--- src/rtl/input_pkg.sv ---
// rtl/input_pkg.sv - shared key indices, 50 MHz timing defaults and repeat FSM states
package input_pkg;

   localparam int KEY_LEFT  = 0;
   localparam int KEY_RIGHT = 1;
   localparam int KEY_ROT   = 2;
   localparam int KEY_DROP  = 3;

   localparam int DEF_DEBOUNCE_CYCLES = 1000000;
   localparam int DEF_DAS_DELAY       = 10000000;
   localparam int DEF_DAS_RATE        = 2500000;

   typedef enum logic [1:0] {
      IDLE,
      DELAY,
      REPEAT
   } rpt_state_e;

   // Counter width for a modulus n; never narrower than one bit.
   function automatic int cnt_width(input int n);
      return (n > 1) ? $clog2(n) : 1;
   endfunction

endpackage

--- src/rtl/key_channel.sv ---
// rtl/key_channel.sv - per-key debounce, press detect and auto-repeat timer
// Auto-repeat FSM exists only when KEY_REPEAT_EN is defined and REPEAT_EN is set.
module key_channel
   import input_pkg::*;
#(
   parameter int DEBOUNCE_CYCLES = DEF_DEBOUNCE_CYCLES,
   parameter int DAS_DELAY       = DEF_DAS_DELAY,
   parameter int DAS_RATE        = DEF_DAS_RATE,
   parameter bit REPEAT_EN       = 1'b0
) (
   input  logic clk_i,
   input  logic rst_i,
   input  logic key_i,
   output logic level_o,
   output logic press_o,
   output logic repeat_o
);

   localparam int DW = cnt_width(DEBOUNCE_CYCLES);

   logic [DW-1:0] db_cnt_q, db_cnt_d;
   logic          level_q, level_d;
   logic          prev_q;

   always_comb begin
      db_cnt_d = '0;
      level_d  = level_q;
      if (key_i != level_q) begin
         if (db_cnt_q == DW'(DEBOUNCE_CYCLES - 1)) begin
            level_d = ~level_q;
         end else begin
            db_cnt_d = db_cnt_q + 1'b1;
         end
      end
   end

   always_ff @(posedge clk_i) begin
      if (rst_i) begin
         db_cnt_q <= '0;
         level_q  <= 1'b0;
         prev_q   <= 1'b0;
      end else begin
         db_cnt_q <= db_cnt_d;
         level_q  <= level_d;
         prev_q   <= level_q;
      end
   end

   assign level_o = level_q;
   assign press_o = level_q & ~prev_q;

   logic unused_cfg;
   assign unused_cfg = ^{32'(DAS_DELAY), 32'(DAS_RATE), REPEAT_EN};

`ifdef KEY_REPEAT_EN
   generate
      if (REPEAT_EN) begin : g_rpt
         localparam int TW = cnt_width((DAS_DELAY > DAS_RATE) ? DAS_DELAY : DAS_RATE);

         rpt_state_e    state_q, state_d;
         logic [TW-1:0] timer_q, timer_d;
         logic          tick;

         always_comb begin
            state_d = state_q;
            timer_d = timer_q + 1'b1;
            tick    = 1'b0;
            case (state_q)
               IDLE: begin
                  timer_d = '0;
                  if (press_o) state_d = DELAY;
               end
               DELAY: begin
                  if (timer_q == TW'(DAS_DELAY - 1)) begin
                     tick    = 1'b1;
                     state_d = REPEAT;
                     timer_d = '0;
                  end
               end
               REPEAT: begin
                  if (timer_q == TW'(DAS_RATE - 1)) begin
                     tick    = 1'b1;
                     timer_d = '0;
                  end
               end
               default: begin
                  state_d = IDLE;
                  timer_d = '0;
               end
            endcase
            // A released key never ticks, whatever the timer says.
            if (!level_q) begin
               state_d = IDLE;
               timer_d = '0;
               tick    = 1'b0;
            end
         end

         always_ff @(posedge clk_i) begin
            if (rst_i) begin
               state_q <= IDLE;
               timer_q <= '0;
            end else begin
               state_q <= state_d;
               timer_q <= timer_d;
            end
         end

         assign repeat_o = tick;
      end else begin : g_no_rpt
         assign repeat_o = 1'b0;
      end
   endgenerate
`else
   assign repeat_o = 1'b0;
`endif

endmodule

--- src/rtl/key_input_scheduler.sv ---
// rtl/key_input_scheduler.sv - debounced key events arbitrated onto one valid/ready command stream
// KEY_REPEAT_EN enables DAS auto-repeat; without it only fresh presses become commands.
module key_input_scheduler
   import input_pkg::*;
#(
   parameter int               N_KEYS          = 4,
   parameter int               DEBOUNCE_CYCLES = DEF_DEBOUNCE_CYCLES,
   parameter int               DAS_DELAY       = DEF_DAS_DELAY,
   parameter int               DAS_RATE        = DEF_DAS_RATE,
   parameter logic [N_KEYS-1:0] REPEAT_MASK    = N_KEYS'(4'b0011)
) (
   input  logic              clock,
   input  logic              reset,
   input  logic [N_KEYS-1:0] key_sync,
   output logic              cmd_valid,
   input  logic              cmd_ready,
   output logic [N_KEYS-1:0] cmd_key,
   output logic              cmd_repeat,
   output logic [N_KEYS-1:0] key_state
);

`ifdef KEY_REPEAT_EN
   localparam bit RPT_ON = 1'b1;
`else
   localparam bit RPT_ON = 1'b0;
`endif

   logic [N_KEYS-1:0] press, rpt;

   for (genvar i = 0; i < N_KEYS; i++) begin : g_key
      key_channel #(
         .DEBOUNCE_CYCLES (DEBOUNCE_CYCLES),
         .DAS_DELAY       (DAS_DELAY),
         .DAS_RATE        (DAS_RATE),
         .REPEAT_EN       (REPEAT_MASK[i] & RPT_ON)
      ) u_chan (
         .clk_i    (clock),
         .rst_i    (reset),
         .key_i    (key_sync[i]),
         .level_o  (key_state[i]),
         .press_o  (press[i]),
         .repeat_o (rpt[i])
      );
   end

   logic [N_KEYS-1:0] pend_q, pend_d, pend_rep_q, pend_rep_d;
   logic              cmd_valid_q, cmd_valid_d;
   logic [N_KEYS-1:0] cmd_key_q, cmd_key_d;
   logic              cmd_repeat_q, cmd_repeat_d;
   logic [N_KEYS-1:0] sel, take;
   logic              sel_rep, found, free;

   always_comb begin
      sel     = '0;
      sel_rep = 1'b0;
      found   = 1'b0;
      for (int i = 0; i < N_KEYS; i++) begin
         if (!found && pend_q[i]) begin
            found   = 1'b1;
            sel[i]  = 1'b1;
            sel_rep = pend_rep_q[i] & RPT_ON;
         end
      end

      free         = !cmd_valid_q || cmd_ready;
      cmd_valid_d  = cmd_valid_q;
      cmd_key_d    = cmd_key_q;
      cmd_repeat_d = cmd_repeat_q;
      take         = '0;
      if (free) begin
         cmd_valid_d  = found;
         cmd_key_d    = sel;
         cmd_repeat_d = sel_rep;
         take         = sel;
      end

      // A new event on the key being granted re-arms its flag: set beats clear.
      pend_d = (pend_q & ~take) | press | rpt;
      for (int i = 0; i < N_KEYS; i++) begin
         pend_rep_d[i] = rpt[i] ? 1'b1 : (press[i] ? 1'b0 : pend_rep_q[i]);
      end
   end

   always_ff @(posedge clock) begin
      if (reset) begin
         pend_q       <= '0;
         pend_rep_q   <= '0;
         cmd_valid_q  <= 1'b0;
         cmd_key_q    <= '0;
         cmd_repeat_q <= 1'b0;
      end else begin
         pend_q       <= pend_d;
         pend_rep_q   <= pend_rep_d;
         cmd_valid_q  <= cmd_valid_d;
         cmd_key_q    <= cmd_key_d;
         cmd_repeat_q <= cmd_repeat_d;
      end
   end

   assign cmd_valid  = cmd_valid_q;
   assign cmd_key    = cmd_key_q;
   assign cmd_repeat = cmd_repeat_q;

endmodule

--- config.mk ---
export PLATFORM = sky130hd
export DESIGN_NAME = key_input_scheduler
export DESIGN_NICKNAME = d
export VERILOG_FILES = /design/src/rtl/input_pkg.sv /design/src/rtl/key_channel.sv /design/src/rtl/key_input_scheduler.sv
export SDC_FILE = /design/constraint.sdc
export NUM_CORES = 1
export LEC_CHECK = 0
export ABC_AREA = 0
export BUFFER_PORTS_ARGS = -buffer_cell sky130_fd_sc_hd__buf_2
export CORE_ASPECT_RATIO = 0.7
export CORE_MARGIN = 10
export CORE_UTILIZATION = 38
export DETAILED_ROUTE_END_ITERATION = 6
export PLACE_DENSITY_LB_ADDON = 0.12
export SYNTH_ARGS = -nofsm -noshare
export SYNTH_HDL_FRONTEND = slang
export SYNTH_SLANG_ARGS = --single-unit
--- constraint.sdc ---
create_clock -name clock -period 3.15 [get_ports clock]
set_clock_uncertainty 0.2 [all_clocks]
set_input_delay 0.63 -clock clock [delete_from_list [all_inputs] [get_ports clock]]
set_output_delay 0.63 -clock clock [all_outputs]
set_load 0.005 [all_outputs]
Word-level counts from Yosys, hierarchy flattened
Cells that the tools add are included.

cells by class
  add/sub/neg operators = 4
  muxes and demuxes = 8
  bitwise operators = 19
  reduce and logical (&&, ||, !) cells = 16
  eq/ne operators = 8

operators by type and width
  cell                                                              count
  20-bit by 1-bit adder with 20-bit output (second input constant)  4
  20-bit equality test (second input constant)                      4
  1-bit NOT                                                         12
  3-bit OR reduction                                                4
  2-bit AND reduction                                               4
  1-bit two-way mux                                                 7
  1-bit AND                                                         4
  4-bit AND                                                         1
  1-bit zero test                                                   4
  4-bit two-way mux                                                 1
  1-bit inequality test                                             4
  4-bit NOT                                                         1
  4-bit bitwise OR                                                  1
  1-bit logical AND                                                 3
  1-bit logical OR                                                  1

storage, ports and cells
  output and inout port bits = 10
  logic and storage cells = 70
  bits in registers = 97
  bits of input ports = 7

Logic depth before layout (Yosys ltp)
Gate-level depths: netlist of run 1.

  depth in word-level cells = 14
  mapped depth = 7
  gate-level depth less buffers = 5

By module
A second synthesis of run 1 with hierarchy kept.

unflattened totals
  cell total of the unflattened synthesis = 505
  area total of the unflattened synthesis = 4401.7 sq um

modules (own cells, without submodules)
  module               times used  sequential area each (sq um)  area an instance (sq um)  cells each
  key_channel          4           440.4                         1008.5                    116
  key_input_scheduler  1           180.2                         367.9                     41

Worst setup path after synthesis of run 1
OpenSTA, ideal clock, no wires.

  path type = reg2reg
  start = register g_key[0].u_chan.db_cnt_q[12]
  end = register g_key[0].u_chan.db_cnt_q[10]
  buffers on the path = 1
  stages on the path, launching flop included = 6
  data required time = 2.835 ns
  slack = 1.016 ns
  data arrival time = 1.819 ns
  period minus slack after synthesis = 2.134 ns
  path through = dfxtp_1 > or4b_1 > or4_4 > o21ai_4 > buf_6 > nor2_1

on the way
  longest elaborated chain between the ends = 2

RTL lines
  what                          line               source
  start, declared               key_channel.sv:21  logic [DW-1:0] db_cnt_q, db_cnt_d;
  start signal, assigned        key_channel.sv:43  db_cnt_q <= db_cnt_d;
  20-bit equality test          key_channel.sv:29  if (db_cnt_q == DW'(DEBOUNCE_CYCLES - 1)) begin
  3-bit OR reduction (no line)  --

Every way passes these cells.
A chain may end at the register's enable or synchronous reset.

Final worst setup path of run 1
  start = register g_key[3].u_chan.db_cnt_q[16]
  end = register g_key[3].u_chan.db_cnt_q[18]

on the way
  longest elaborated chain between the ends = 2
  elaborated cells on any way between the ends = 3
  those cells by class = add/sub: 1; eq/ne: 1; reduce/logical: 1

RTL lines
  what                                                                                              line
  start, declared                                                                                   key_channel.sv:21
  start signal, assigned                                                                            key_channel.sv:43
  parallel branches: the longest is 2 deep, another holds 20-bit by 1-bit adder with 20-bit output  --

Several ways; the timed one is not identified.

==> results of run 1 <==
[worst max-delay path: stages (launching register included)]
cell and delay, ns:
dfxtp_1 0.38, nand3_1 0.14, or4b_2 0.69, o21ai_1 0.51, buf_4 0.30, a21oi_1 0.06
[state kept, by name, summed over array words and instances, names as in the netlist]
name / cells
g_key.u_chan.level_o: 4
g_key.u_chan.prev_q: 4
pend_q: 4
g_key.u_chan.db_cnt_q: 80
cmd_key: 4
cmd_valid: 1
[through the flow]
stage	hold WS (ns)	cells	power (uW)
2_1_floorplan	0.213	493	1300
3_3_place_gp	0.234	642	1310
3_5_place_dp	0.239	642	1310
4_1_cts	0.250	658	2320
5_1_grt	0.283	658	2370
6_report	0.249	658	2280
[power by group]
part | total [uW] | switching [uW] | leakage, uW | internal (uW)
clock | 999 | 466 | 0.000128 | 533
sequential | 1240 | 4.88 | 0.000782 | 1230
combinational | 43.7 | 30.4 | 0.000594 | 13.2
total | 2280 | 501 | 0.00150 | 1780
[layout by cell type (no fill, tap or decap), types with 2 or more instances in the layout]
| master | netlist | final |
|---|---|---|
| a21oi_1 | 34 | 34 |
| a22oi_1 | 2 | 2 |
| and2_1 | 4 | 4 |
| and3_1 | 10 | 10 |
| and4_1 | 5 | 5 |
| buf_2 | 3 | 15 |
| buf_4 | 5 | 3 |
| clkbuf_16 | 0 | 9 |
| clkinv_2 | 0 | 3 |
| clkinvlp_4 | 0 | 3 |
| dfxtp_1 | 97 | 97 |
| ha_1 | 4 | 4 |
| inv_1 | 16 | 16 |
| nand2_1 | 25 | 25 |
| nand2b_1 | 5 | 5 |
| nand3_1 | 32 | 32 |
| nand4_1 | 17 | 17 |
| nor2_1 | 61 | 61 |
| nor2b_1 | 7 | 7 |
| nor3_1 | 6 | 6 |
| nor4_1 | 8 | 8 |
| o21ai_0 | 19 | 18 |
| o21ai_1 | 1 | 2 |
| o21ai_4 | 2 | 2 |
| o31ai_1 | 13 | 13 |
| or3_1 | 16 | 16 |
| or4_1 | 17 | 17 |
| or4_4 | 2 | 2 |
| or4b_1 | 5 | 5 |
| xnor2_1 | 20 | 20 |
| xor2_1 | 30 | 30 |
[layer usage]
layer | share of wire [%] | wire [um] | global-route usage (%) | vias to the layer above
met5 | 0 | 0 | 0 | -
met4 | 0.70 | 58 | 2.33 | 0
met3 | 3.3 | 274 | 3.60 | 7
met2 | 42 | 3510 | 16.0 | 46
met1 | 54 | 4440 | 14.6 | 1557
li1 | - | - | - | 1755
[worst max-delay path by stage]
stage	start	to	depth (start not counted)
floorplan	g_key[0].u_chan.db_cnt_q[12]	g_key[0].u_chan.db_cnt_q[10]	5
CTS	g_key[3].u_chan.db_cnt_q[16]	g_key[3].u_chan.db_cnt_q[6]	5
finish	g_key[3].u_chan.db_cnt_q[16]	g_key[3].u_chan.db_cnt_q[18]	5
global placement	g_key[1].u_chan.db_cnt_q[8]	g_key[1].u_chan.db_cnt_q[9]	4
global route	g_key[3].u_chan.db_cnt_q[16]	g_key[3].u_chan.db_cnt_q[6]	5
detailed placement	g_key[3].u_chan.db_cnt_q[16]	g_key[3].u_chan.db_cnt_q[18]	5
[area by class of cell]
| class | instances | share of cell area, % |
|---|---|---|
| Timing Repair Buffer | 18 | 2.05 |
| Inverter | 16 | 1.26 |
| Clock buffer | 9 | 4.74 |
| Clock inverter | 7 | 0.975 |
| Sequential cell | 97 | 40.9 |
| Multi-Input combinational cell | 358 | 46.0 |
| Tap cell | 153 | 4.03 |
[Yosys cell counts (all sizes together) (10+ instances only)]
library cell,number
nand3,32
or3,16
and3,10
dfxtp,97
nand4,17
o21ai,22
inv,16
nor2,61
a21oi,35
nand2,25
xor2,30
buf,11
o31ai,13
xnor2,20
clkbuf,11
or4,19
[logic make-up (layout without fill, tap and decap cells)]
family	Yosys count	count (layout)	share of synthesized area (%)
adders and majority gates	4	4	1.16
and+or+nand+nor	229	229	29.1
muxes	1	1	0.232
buffers and inverters	38	50	4.18
AOI/OAI and AO/OA	73	73	9.99
other	1	1	0.0870
DFF	97	97	45.1
xor gates and xnor gates	50	50	10.2
==> metrics.csv, run 1 <==
stage,metric,value,unit
outcome,status,"finished, final reports clean",
yosys,main flop type after synthesis,dfxtp_1,
power_and_ir_drop,Pleak,0.00150,uW
worst_setup_path,"Max FO, Critical Path",13,
global_routing,vias in the first global route,3071,
timing,RSZ-0062 raised after global routing,no,
worst_hold_path,hold-critical path depth,1,
worst_setup_path,Reg2Reg Depth,5,
yosys,Syn Nets,504,
finish,Final Core Density,43.0,%
floorplan,I/O Pins,17,
worst_setup_path,CP required,3.17,ns
routing,routed wire length per instance,12.6,um
place,DP Area,4480,um2
place,I/O Buffers,15,
routing,DR vias,3365,
timing,PnR worst setup slack,0.740,ns
worst_setup_path,Arrival @ worst endpoint,2.43,ns
yosys,register area share after synthesis,45.1,%
floorplan,die area,16100,um2
routing,DRC violations left,0,
global_routing,pin count of the biggest net entering global routing,21,
yosys,Syn Std Cell Area,4310,um2
place,Post-Place Setup Slack,0.788,ns
clock_network,Post-CTS Setup Inserts,0,
routing,initial drt markers,167,
yosys,asr flop ratio synth,0,%
clock_network,clock transition at the registers of the reported paths,0.07,ns
yosys,Seq cells post-synth,97,
worst_setup_path,crit path capture type,flip-flop,
routing,Routed Antenna Nets,0,
clock_network,clk root buf,clkbuf_16,
clock_network,TritonCTS clock tree,yes,
floorplan,Rows,32,
place,post-DP HPWL,5680,um
timing,Tightest Pin Transition,0.620,ns
routing,Routed WL,8280,um
finish,fin nets,511,
place,GP Congestion,0.756,
power_and_ir_drop,Pwr Density,480,nW/um2
worst_hold_path,Worst Hold Class,reg2reg,
timing,setup tns final,0,ns
worst_hold_path,hold path start,g_key[2].u_chan.db_cnt_q[0],
finish,share of cells above drive strength 1,8.51,%
routing,drt via density,5.11,
worst_setup_path,critical setup path kind,reg2reg,
clock_network,total CTS buffers,9,
yosys,synthesized instance count,493,
yosys,top area cells in the synthesized netlist,"dfxtp_1 (45%), xor2_1 (6.1%), nor2_1 (5.3%)",
yosys,Yosys warnings,0,
timing,final setup violation count,0,
finish,design area,4750,um2
clock_network,H-tree levels,3,
finish,Inserted Diodes,0,
worst_setup_path,reg-to-reg critical path endpoint,g_key[3].u_chan.db_cnt_q[18],
floorplan,die width,147,um
global_routing,Overflow after GRT,0,
timing,Tmin final,2.41,ns
clock_network,# clock sinks,97,
finish,multi-input logic area,2190,um2
timing,"Slew Viols, Final",0,
floorplan,Initial Util,39.0,%
global_routing,first-pass GRT wire length,14600,um
worst_setup_path,r2r startpoint,g_key[3].u_chan.db_cnt_q[16],
yosys,syn_area_per_cell,8.74,um2
worst_setup_path,R2R setup slack,0.74,ns
timing,Slew headroom,58.6,%
timing,Achievable Freq,0.415,GHz
finish,register area,1940,um2
finish,synthesis-to-finish area growth,10.2,%
clock_network,Max Buffers Root-to-Sink,2,
worst_hold_path,Hold EP,g_key[2].u_chan.db_cnt_q[0],
job,max-cap viol count,0,
worst_setup_path,CP startpoint kind,flip-flop,
yosys,distinct cell type count after synthesis,44,
yosys,"EDFF count, synth",0,
timing,Final Hold Fails,0,
timing,Tcrit/Tclk final,76.5,%
global_routing,initial antenna violation count,0,
yosys,share of the synthesized area in the top cell type,45.1,%
global_routing,total track usage,10.7,%
yosys,post-synth top area cell,dfxtp_1,
clock_network,CTS Hold Bufs,0,
clock_network,post-CTS sizing,0,
finish,fill cell count,1108,
floorplan,Die Y,109,um
clock_network,Skew-Pair Late Insertion Delay,0.33,ns
power_and_ir_drop,Peak VDD IR,0.000259,V
floorplan,Core Area,11100,um2
routing,First-pass DRT Iterations,4,
Note: power is estimated with default switching activity, not from simulation.
==> run 2: changes to the inputs <==
--- a/config.mk
+++ b/config.mk
@@ -5,7 +5,7 @@
 export SDC_FILE = /design/constraint.sdc
 export NUM_CORES = 1
 export LEC_CHECK = 0
-export ABC_AREA = 0
+export ABC_AREA = 1
 export BUFFER_PORTS_ARGS = -buffer_cell sky130_fd_sc_hd__buf_2
 export CORE_ASPECT_RATIO = 0.7
 export CORE_MARGIN = 10
==> constraint.sdc (replaced) <==
create_clock -name clock -period 2.1 [get_ports clock]
set_clock_uncertainty 0.2 [all_clocks]
set_input_delay 0.42 -clock clock [delete_from_list [all_inputs] [get_ports clock]]
set_output_delay 0.42 -clock clock [all_outputs]
set_load 0.005 [all_outputs]
==> metrics.csv, run 2 <==
stage,metric,value,unit,change
yosys,top area cells in the synthesized netlist,"dfxtp_1 (39%), nor2_1 (13%), nand2_1 (12%)",,
global_routing,total track usage,11.9,%,+1.2 points
clock_network,total CTS buffers,9,,unchanged
place,I/O Buffers,15,,unchanged
global_routing,initial antenna violation count,0,,unchanged
routing,initial drt markers,241,,+44%
yosys,most frequent cells after synthesis,"nor2_1 (171), nand2_1 (162), dfxtp_1 (97)",,
clock_network,H-tree levels,3,,unchanged
global_routing,first-pass GRT wire length,18100,um,+24%
clock_network,CTS Hold Bufs,0,,unchanged
clock_network,Skew-Pair Late Insertion Delay,0.34,ns,about the same
global_routing,Overflow after GRT,0,,unchanged
yosys,synthesized instance count,714,,+45%
clock_network,clk root buf,clkbuf_16,,
worst_setup_path,CP required,2.12,ns,-1.05 ns
yosys,asr flop ratio synth,0,%,unchanged
timing,final setup violation count,0,,unchanged
place,GP Congestion,0.853,,+13%
global_routing,vias in the first global route,3858,,+26%
clock_network,TritonCTS clock tree,yes,,
yosys,main flop type after synthesis,dfxtp_1,,
floorplan,Initial Util,39.3,%,+0.32 points
yosys,most frequent cell after synthesis,nor2_1,,
finish,Inserted Diodes,0,,unchanged
floorplan,Rows,34,,+6.3%
yosys,share of the synthesized area in the top cell type,39.4,%,-5.7 points
clock_network,# clock sinks,97,,unchanged
place,Post-Place Setup Slack,0.258,ns,-0.531 ns
yosys,Syn Nets,725,,+44%
routing,Routed Antenna Nets,0,,unchanged
global_routing,pin count of the biggest net entering global routing,20,,-4.8%
timing,Final Hold Fails,0,,unchanged
finish,synthesis-to-finish area growth,10.8,%,
clock_network,Max Buffers Root-to-Sink,2,,unchanged
finish,most frequent cells in the layout,"nor2_1 (171), nand2_1 (162), dfxtp_1 (97)",,
worst_setup_path,critical setup path kind,reg2reg,,
routing,Routed WL,10400,um,+26%
yosys,Seq cells post-synth,97,,unchanged
finish,max reg flops,80,,unchanged
timing,setup tns final,0,ns,unchanged
routing,DR vias,4214,,+25%
worst_hold_path,Worst Hold Class,in2reg,,
clock_network,Post-CTS Setup Inserts,0,,unchanged
clock_network,clock transition at the registers of the reported paths,0.08,ns,about the same
routing,drt via density,4.69,,-8.3%
timing,Achievable Freq,0.570,GHz,+37%
yosys,"EDFF count, synth",0,,unchanged
timing,PnR worst setup slack,0.347,ns,-0.393 ns
clock_network,post-CTS sizing,0,,unchanged
yosys,register area share after synthesis,39.4,%,-5.7 points
timing,Slew headroom,62.5,%,+3.9 points
floorplan,die area,18000,um2,+12%
worst_setup_path,Arrival @ worst endpoint,1.78,ns,-0.65 ns
floorplan,die width,156,um,+6.0%
timing,Tmin final,1.75,ns,-0.657 ns
worst_setup_path,"Max FO, Critical Path",3,,-10
finish,Reg with most FFs,g_key.u_chan.db_cnt_q,,
outcome,status,"finished, final reports clean",,
yosys,syn_area_per_cell,6.91,um2,-21%
yosys,distinct cell type count after synthesis,34,,-23%
finish,fin nets,743,,+45%
finish,fill cell count,1267,,+14%
place,post-DP HPWL,7830,um,+38%
routing,routed wire length per instance,11.6,um,-8.0%
worst_setup_path,CP startpoint kind,flip-flop,,
timing,"Slew Viols, Final",0,,unchanged
routing,DRC violations left,0,,unchanged
yosys,post-synth top area cell,dfxtp_1,,
timing,Tcrit/Tclk final,83.5,%,+7.0 points
yosys,Yosys warnings,0,,unchanged
floorplan,I/O Pins,17,,unchanged
power_and_ir_drop,Pwr Density,690,nW/um2,+44%
timing,RSZ-0062 raised after global routing,no,,
floorplan,Die Y,115,um,+5.7%
power_and_ir_drop,Pleak,0.00175,uW,+17%
power_and_ir_drop,Peak VDD IR,0.000413,V,+59%
finish,"commonest non-fill, non-tap cell in the layout",nor2_1,,
floorplan,Core Area,12500,um2,+14%
timing,Tightest Pin Transition,0.561,ns,-0.0595 ns
yosys,Syn Std Cell Area,4930,um2,+14%
worst_setup_path,crit path capture type,flip-flop,,
finish,share of cells above drive strength 1,11.4,%,+2.9 points
job,max-cap viol count,0,,unchanged
routing,First-pass DRT Iterations,5,,+1
run 2: cell types whose count changed in the layout (fill, tap and decap cells not counted), moves of 16 or more:
cell | previous run | this run
nor2_1 | 61 | 171
nor2_2 | 0 | 21
or3_1 | 16 | 0
inv_1 | 16 | 65
nand2_1 | 25 | 162
or4_1 | 17 | 0
run 2: worst paths after layout:
path,startpoint,to,slack [ns],cells after the start
max reg2reg,g_key[0].u_chan.db_cnt_q[0],g_key[0].u_chan.db_cnt_q[16],0.35,8
min,reset,g_key[0].u_chan.level_o,0.21,4
max,g_key[0].u_chan.db_cnt_q[0],g_key[0].u_chan.db_cnt_q[16],0.35,8
min reg2reg,g_key[0].u_chan.prev_q,pend_q[0],0.22,1
run 2: worst max-delay path, cell delays in order (launching register included):
cell and delay (ns):
dfxtp_1 0.35, ha_1 0.19, nand2_1 0.08, nor2_1 0.21
nand2_1 0.13, nor2_1 0.24, nand2_1 0.10, nand2_1 0.08
a21oi_1 0.06
run 2: logic make-up after synthesis:
group / Yosys count / share of synthesized area (%)
AOI/OAI and AO/OA: 57 / 6.42
xor gates and xnor gates: 35 / 6.21
adders and majority gates: 4 / 1.01
buffers and inverters: 78 / 7.18
DFF: 97 / 39.4
other: 1 / 0.0760
and+or+nand+nor: 442 / 39.7
run 2: layout make-up:
| class | count | area [um2] | share of cell area [%] |
|---|---|---|---|
| multi-input cells | 539 | 2640 | 48.3 |
| repair buffers | 18 | 97.6 | 1.79 |
| flip-flops and latches | 97 | 1940 | 35.5 |
| well taps | 162 | 203 | 3.71 |
| clock buffers | 9 | 225 | 4.12 |
| inverters | 67 | 251 | 4.60 |
| clock inverters | 7 | 109 | 1.99 |
run 2: through the flow:
stage	total power (uW)	cell area [um2]	std cells	util, %	hold WS, ns
final	3770	5470	899	43.5	0.215
after global routing	3910	5470	899	43.5	0.235
after CTS	3830	5470	899	43.5	0.200
after detailed placement	1970	5130	883	40.9	0.206
after global placement	1970	5130	883	40.9	0.207
after floorplan	1960	4930	714	-	0.194
run 2: routing by layer:
layer	part of all wire [%]	wire, um	vias up	track usage [%]
met5	0	0	-	0
met4	0.82	85	0	3.07
met3	4.2	433	7	3.17
met2	40	4200	44	17.5
met1	55	5690	1894	16.9
li1	-	-	2269	-
run 2: power breakdown:
part / switching (uW) / total (uW) / internal, uW
clock network: 768 / 1840 / 1070
logic: 53.9 / 76.3 / 22.5
registers: 7.69 / 1850 / 1850
total: 830 / 3770 / 2940
